[src/rtl/zr_icb_arb2.sv]
// 2:1 round-robin ICB arbiter; an ID FIFO steers in-order responses back to the issuing initiator.
// Latency: zero-cycle combinational command and response paths; only arbitration state and the ID FIFO are flops.
// Backpressure: grant held until the command handshake; commands stall while OUTS_DEPTH transactions are outstanding.
module zr_icb_arb2 #(
    parameter int AW         = 32,
    parameter int DW         = 32,
    parameter int OUTS_DEPTH = 2
) (
    input  logic              clk,
    input  logic              rst,
    input  logic              m0_cmd_valid,
    output logic              m0_cmd_ready,
    input  logic [AW-1:0]     m0_cmd_addr,
    input  logic              m0_cmd_read,
    input  logic [DW-1:0]     m0_cmd_wdata,
    input  logic [DW/8-1:0]   m0_cmd_wmask,
    output logic              m0_rsp_valid,
    input  logic              m0_rsp_ready,
    output logic [DW-1:0]     m0_rsp_rdata,
    output logic              m0_rsp_err,
    input  logic              m1_cmd_valid,
    output logic              m1_cmd_ready,
    input  logic [AW-1:0]     m1_cmd_addr,
    input  logic              m1_cmd_read,
    input  logic [DW-1:0]     m1_cmd_wdata,
    input  logic [DW/8-1:0]   m1_cmd_wmask,
    output logic              m1_rsp_valid,
    input  logic              m1_rsp_ready,
    output logic [DW-1:0]     m1_rsp_rdata,
    output logic              m1_rsp_err,
    output logic              s_cmd_valid,
    input  logic              s_cmd_ready,
    output logic [AW-1:0]     s_cmd_addr,
    output logic              s_cmd_read,
    output logic [DW-1:0]     s_cmd_wdata,
    output logic [DW/8-1:0]   s_cmd_wmask,
    input  logic              s_rsp_valid,
    output logic              s_rsp_ready,
    input  logic [DW-1:0]     s_rsp_rdata,
    input  logic              s_rsp_err
);

    localparam int PW = (OUTS_DEPTH > 1) ? $clog2(OUTS_DEPTH) : 1;
    localparam int CW = $clog2(OUTS_DEPTH + 1);

    logic          lock_q, lock_d;
    logic          lock_id_q, lock_id_d;
    logic          prio_q, prio_d;
    logic [PW-1:0] rd_ptr_q, rd_ptr_d;
    logic [PW-1:0] wr_ptr_q, wr_ptr_d;
    logic [CW-1:0] cnt_q, cnt_d;
    logic          id_mem_q [OUTS_DEPTH];
    logic          id_mem_d [OUTS_DEPTH];

    logic grant;
    logic req;
    logic cmd_rdy;
    logic cmd_hs;
    logic fifo_full;
    logic fifo_empty;
    logic head;
    logic rsp_en;
    logic rsp_hs;

    function automatic logic [PW-1:0] ptr_inc(input logic [PW-1:0] p);
        return (p == PW'(OUTS_DEPTH - 1)) ? '0 : p + PW'(1);
    endfunction

    assign fifo_full  = (cnt_q == CW'(OUTS_DEPTH));
    assign fifo_empty = (cnt_q == '0);
    assign head       = id_mem_q[rd_ptr_q];

    always_comb begin
        grant = 1'b0;
        if (lock_q) begin
            grant = lock_id_q;
        end else if (m0_cmd_valid && m1_cmd_valid) begin
            grant = prio_q;
        end else begin
            grant = m1_cmd_valid;
        end
    end

    // Outputs are gated by rst so nothing handshakes while state is being cleared.
    assign req          = grant ? m1_cmd_valid : m0_cmd_valid;
    assign s_cmd_valid  = ~rst & req & ~fifo_full;
    assign cmd_rdy      = ~rst & s_cmd_ready & ~fifo_full;
    assign m0_cmd_ready = cmd_rdy & ~grant;
    assign m1_cmd_ready = cmd_rdy & grant;
    assign s_cmd_addr   = grant ? m1_cmd_addr  : m0_cmd_addr;
    assign s_cmd_read   = grant ? m1_cmd_read  : m0_cmd_read;
    assign s_cmd_wdata  = grant ? m1_cmd_wdata : m0_cmd_wdata;
    assign s_cmd_wmask  = grant ? m1_cmd_wmask : m0_cmd_wmask;
    assign cmd_hs       = s_cmd_valid & s_cmd_ready;

    assign rsp_en       = ~rst & ~fifo_empty;
    assign m0_rsp_valid = rsp_en & ~head & s_rsp_valid;
    assign m1_rsp_valid = rsp_en & head & s_rsp_valid;
    assign s_rsp_ready  = rsp_en & (head ? m1_rsp_ready : m0_rsp_ready);
    assign m0_rsp_rdata = s_rsp_rdata;
    assign m1_rsp_rdata = s_rsp_rdata;
    assign m0_rsp_err   = s_rsp_err;
    assign m1_rsp_err   = s_rsp_err;
    assign rsp_hs       = s_rsp_valid & s_rsp_ready;

    always_comb begin
        lock_d    = lock_q;
        lock_id_d = lock_id_q;
        prio_d    = prio_q;
        if (cmd_hs) begin
            lock_d = 1'b0;
            prio_d = ~grant;
        end else if (s_cmd_valid) begin
            lock_d    = 1'b1;
            lock_id_d = grant;
        end
    end

    // cmd_hs already implies the FIFO is not full, and rsp_hs that it is not empty.
    always_comb begin
        rd_ptr_d = rd_ptr_q;
        wr_ptr_d = wr_ptr_q;
        cnt_d    = cnt_q;
        id_mem_d = id_mem_q;
        if (cmd_hs) begin
            id_mem_d[wr_ptr_q] = grant;
            wr_ptr_d           = ptr_inc(wr_ptr_q);
        end
        if (rsp_hs) begin
            rd_ptr_d = ptr_inc(rd_ptr_q);
        end
        case ({cmd_hs, rsp_hs})
            2'b10:   cnt_d = cnt_q + CW'(1);
            2'b01:   cnt_d = cnt_q - CW'(1);
            default: cnt_d = cnt_q;
        endcase
    end

    always_ff @(posedge clk) begin
        if (rst) begin
            lock_q    <= 1'b0;
            lock_id_q <= 1'b0;
            prio_q    <= 1'b0;
            rd_ptr_q  <= '0;
            wr_ptr_q  <= '0;
            cnt_q     <= '0;
        end else begin
            lock_q    <= lock_d;
            lock_id_q <= lock_id_d;
            prio_q    <= prio_d;
            rd_ptr_q  <= rd_ptr_d;
            wr_ptr_q  <= wr_ptr_d;
            cnt_q     <= cnt_d;
        end
    end

    always_ff @(posedge clk) begin
        id_mem_q <= id_mem_d;
    end

endmodule

[config.mk]
export PLATFORM = sky130hd
export DESIGN_NAME = zr_icb_arb2
export DESIGN_NICKNAME = d
export VERILOG_FILES = /design/src/rtl/zr_icb_arb2.sv
export SDC_FILE = /design/constraint.sdc
export NUM_CORES = 1
export LEC_CHECK = 0
export CORE_AREA = 2 2 124 126
export DETAILED_ROUTE_END_ITERATION = 10
export DIE_AREA = 0 0 126 128
export SLEW_MARGIN = 15
export SYNTH_ARGS = -nofsm -noshare
export SYNTH_HDL_FRONTEND = slang
export SYNTH_SLANG_ARGS = --single-unit
[constraint.sdc]
create_clock -name clk -period 2.25 [get_ports clk]
set_clock_uncertainty 0.15 [all_clocks]
set_input_delay 0.5625 -clock clk [delete_from_list [all_inputs] [get_ports clk]]
set_output_delay 0.5625 -clock clk [all_outputs]
set_load 0.1 [all_outputs]
; ---- Word level (Yosys, flattened, before mapping)
; Index checks and enable logic that the tools add are counted.
[totals]
out_inout_bits = 141
wordCells = 63
regBits = 9
[classes]
n_lt_le_gt_ge = 3
bitwise_logic = 22
addsub = 4
reduce_logical = 6
n_eq_ne = 3
muxes = 17
[ops]
columns = op, n
row1 = $mux W32, 2
row2 = $and A1 B1 Y1, 14
row3 = $mux W1, 11
row4 = $not A1 Y1, 6
row5 = $eq A2 B2 Y1 const B, 2
row6 = $ge A2 B2 Y1 const B, 2
row7 = $mux W4, 1
row8 = $not A1 Y2, 2
row9 = $pmux W2 S2, 1
row10 = $add A1 B1 Y1 const B, 2
row11 = $add A2 B1 Y2 const B, 1
row12 = $bwmux W2, 1
row13 = $eq A2 B1 Y1 const B, 1
row14 = $logic_and A1 B1 Y1, 2
row15 = $logic_not A2 Y1, 1
row16 = $lt A2 B1 Y1 const B, 1
row17 = $reduce_and A2 Y1, 1
row18 = $reduce_bool A2 Y1, 1
row19 = $reduce_or A2 Y1, 1
row20 = $sub A2 B1 Y2 const B, 1
row21 = $demux W1 S1, 1

; ---- Longest topological paths before layout
[depth]
ltp_word = 9
mapped_depth = 8
mapped_depth_nobuf = 7

; ---- Worst setup path before layout
; OpenSTA, ideal clock, no wires.
[synth_timing]
kind = input-to-output
start = input rst
end = output s_rsp_ready
path_buffers = 1
path_slack_ps = -1266
stages = 2
arrival_time_ps = 2804
cell_sequence = buf_2 > nor3_1
[synth_via]
elab_chain_len = 3
[synth_rtl]
columns = element, line_no
row1 = start: declaration, 10  ; input logic rst,
row2 = $not A1 Y1, 96  ; assign rsp_en = ~rst & ~fifo_empty;
row3 = $and A1 B1 Y1, 96
row4 = $and A1 B1 Y1, 99  ; assign s_rsp_ready = rsp_en & (head ? m1_rsp_ready : m0_rsp_ready);
row5 = end: declaration, 38  ; output logic s_rsp_ready,
; No other way between the ends.

; ---- Worst setup path in the final report
[layout_timing]
start = input m0_cmd_valid
end = output s_cmd_addr[6]
[layout_via]
elab_chain_len = 4
[layout_rtl]
columns = element, line_no
row1 = start: declaration, 11  ; input logic m0_cmd_valid,
row2 = $logic_and A1 B1 Y1, 77  ; end else if (m0_cmd_valid && m1_cmd_valid) begin
row3 = $mux W1, 77
row4 = $mux W1, 75  ; if (lock_q) begin
row5 = $mux W32, 90  ; assign s_cmd_addr = grant ? m1_cmd_addr : m0_cmd_addr;
row6 = end: declaration, 33  ; output logic [AW-1:0] s_cmd_addr,
; No other way between the ends.

==> metrics.md <==
| Metric | Value |
|---|---|
| Nets | `569` |
| Worst R2R Setup Slack | `0.06 ns` |
| Ys flop type | `dfxtp_1` |
| Vias in the first global route | `between 2000 and 2500` |
| Maximum VDD drop | `308.3 µV` |
| DR pass1 iterations | `4` |
| Maxcap violations | `0` |
| RSZ-0062 raised after global routing | `yes` |
| Post-Syn Area per Cell | `approximately 9.3 µm²` |
| Synth unique cells | `28` |
| Core area | `14860 µm²` |
| Post-synthesis cell area | `about 1800 µm²` |
| Remaining antenna violation count | `0` |
| Endpoints failing setup | `72` |
| Reg clk slew, reported paths | `0.04 ns` |
| Ports | `320` |
| CTS Sinks | `9` |
| Area growth from synthesis to layout | `201.6%` |
| Commonest non-fill, non-tap cell in the layout | `clkdlybuf4s50_1` |
| RD Place Congestion | `0.7862` |
| Vias/cell | `3.778` |
| CTS root buffer | `clkbuf_16` |
| Worst-path fanout max | `5` |
| First-pass GRT wire length | `15640 µm` |
| Design Area, Final | `5543 µm²` |
| Final wirelength | `11080 µm` |
| Row Count | `45` |
| Pre-CTS worst setup slack | `-0.7328 ns` |
| Hold Crit Class | `reg -> reg` |
| Die X | `126 µm` |
| Status | `finished, violations left` |
| CTS Buf Count | `3` |
| Average wire per standard cell | `19.23 µm` |
| GRT Resource Usage Total | `~13%` |
| Clock Latency Late Sink | `0.23 ns` |
| PD cells | `522.0 nW/µm²` |
| Reg-to-reg endpoint | `cnt_q[1]` |
| CP endpoint kind | `output pin` |
| DRC Markers | `0` |
| Hold_sp | `wr_ptr_q` |
| H-tree lvl count | `1` |
| Asr flop ratio synth | `0%` |
| Filler cell count | `1426` |
| Tcrit/Tclk final | `116.3%` |
| CTS Hold Bufs | `0` |
| DP Cell Count | `about 550` |
| Hold Vio Cnt, Final | `0` |
| Die area | `16130 µm²` |
| PnR worst setup slack | `-0.3676 ns` |
| PortBufs | `220` |
| Slew Limit Headroom | `71.61%` |
| Vias | `roughly 2200` |
| GRT overflow | `0` |
| Leakage | `2.350 nW` |
| Leading cell types in the layout, fill and taps excluded | `139 x clkdlybuf4s50_1, 81 x buf_12, 69 x mux2_4, 18 x buf_4, 9 x buf_16` |
| CP startpoint kind | `primary input` |
| Net count after synthesis | `between 300 and 400` |
| Kind of critical path | `in -> out` |
| Post-DP Area | `around 4900 µm²` |
| # diodes | `0` |
| Initial Util | `12.37%` |
| Clock Path Buffers | `2` |
| Post-Syn Instances | `about 200` |
| Failing checks | `negative setup slack` |
| Yosys warns | `0` |
| Largest net degree at the start of global routing | `9` |
| Final setup TNS | `-21.79 ns` |
| Yosys reg bits | `9` |
| EDFF count, synth | `2` |
| Tmin final | `2.618 ns` |
| Worst Hold End | `wr_ptr_q` |
| Data required, critical path | `1.54 ns` |
| Starting DRT DRC Count | `37` |
| Die Height | `128 µm` |
| Slew Limit Fails | `0` |
| DP HPWL | `8310 µm` |
| Reg2Reg Depth | `8` |
| Worst reg2reg startpoint | `lock_q` |
| CTS tree | `done` |
| Slew @ Worst Pin | `around 0.42 ns` |
| Sequential fraction of the synthesis area | `10.89%` |
| Fmax | `0.3820 GHz` |
| Finished Layout Cells | `~580` |
| Hold Path Depth | `1` |
| Layout cell share with drive strength beyond 1 | `54.90%` |
| WP data arrival | `1.91 ns` |
| Initial antenna violation count | `0` |
-- worst max-delay path, cell delays in order --
cell,delay (ns)
buf_8,0.09
nor2b_4,0.12
o21ai_4,0.15
buf_6,0.13
buf_8,0.11
buf_12,0.12
buf_16,0.12
mux2_4,0.32
buf_12,0.17
-- state kept, by name (all words and copies together), names as in the netlist --
name       cells
cnt_q          2
id_mem_q       2
lock_id_q      1
lock_q         1
prio_q         1
rd_ptr_q       1
wr_ptr_q       1
-- synthesized netlist by cell type (2+ instances only) --
master / number / area, µm²
edfxtp_1: 2 / 60.06
nor2_1: 7 / 26.28
mux2i_1: 4 / 40.04
nor2b_1: 3 / 18.77
buf_4: 72 / 540.5
a21oi_1: 3 / 15.01
buf_2: 3 / 15.01
dfxtp_1: 7 / 140.1
nand2_1: 3 / 11.26
inv_1: 2 / 7.510
and3_1: 2 / 12.51
o21ai_0: 3 / 15.01
o211ai_1: 2 / 15.01
mux2_2: 69 / 777.0
or3_1: 2 / 12.51
nand2b_1: 2 / 12.51
-- how the worst max path moves through the flow --
stage	from	to	slack, ns	depth (start not counted)
3_5_place_dp	m1_cmd_valid	s_cmd_wmask[2]	-0.73	6
6_report	m0_cmd_valid	s_cmd_addr[6]	-0.37	9
4_1_cts	m0_cmd_valid	s_cmd_addr[6]	-0.40	9
2_1_floorplan	rst	cnt_q[1]	-0.91	7
5_1_grt	m0_cmd_valid	s_cmd_addr[6]	-0.42	9
3_3_place_gp	m1_cmd_valid	s_cmd_wmask[0]	-0.70	6
-- kinds of logic (layout without fill, tap and decap cells) --
kind of cell / after synthesis / after routing / share of synthesized area (%)
buffers and inverters: 77 / 267 / 30.63
xor gates and xnor gates: 2 / 2 / 0.9532
muxes: 73 / 73 / 44.45
AOI/OAI and AO/OA: 13 / 13 / 5.650
and+or+nand+nor: 23 / 23 / 6.739
adders and majority gates: 1 / 1 / 0.6806
DFF: 9 / 9 / 10.89
-- stage by stage --
stage	total power, W	utilization [%]	hold WS [ns]
global route	0.002977	37.29	0.3748
CTS	0.002933	37.42	0.3314
floorplan	0.002061	-	0.2959
global placement	0.002376	33.10	0.3124
detailed placement	0.002387	33.10	0.3217
finish	0.002893	37.29	0.3300
-- power by group --
group	switching, W	internal, W
Clock	0.0000745	0.000237
Combinational	0.00130	0.00109
Sequential	0.0000127	0.000179
-- layout make-up --
| class | instances | area, µm² | area share [%] |
|---|---|---|---|
| Clock buffer | 4 | 78.83 | 1.422 |
| Multi-Input combinational cell | 112 | 1449 | 26.14 |
| Timing Repair Buffer | 261 | 3568 | 64.38 |
| Tap cell | 188 | 235.2 | 4.244 |
| Sequential cell | 9 | 203.9 | 3.679 |
| Inverter | 2 | 7.507 | 0.1354 |
-- repair_timing --
item / CTS / global route
buffers inserted: 17 / 5
pin swaps: 2 / 6
hold endpoints to repair: 0 / 0
cloned: 12 / 0
endpoints found under the setup margin: 78 / 76
resized for setup: 44 / 16
-- metal layers --
metal	vias to the layer above	track usage, %	share of wire [%]
met2	173	20.71	47
met1	990	16.66	43
met4	0	1.034	0.090
met3	2	5.050	10
met5	-	0	0
li1	1011	-	-
Note: power is estimated with default switching activity, not from simulation.
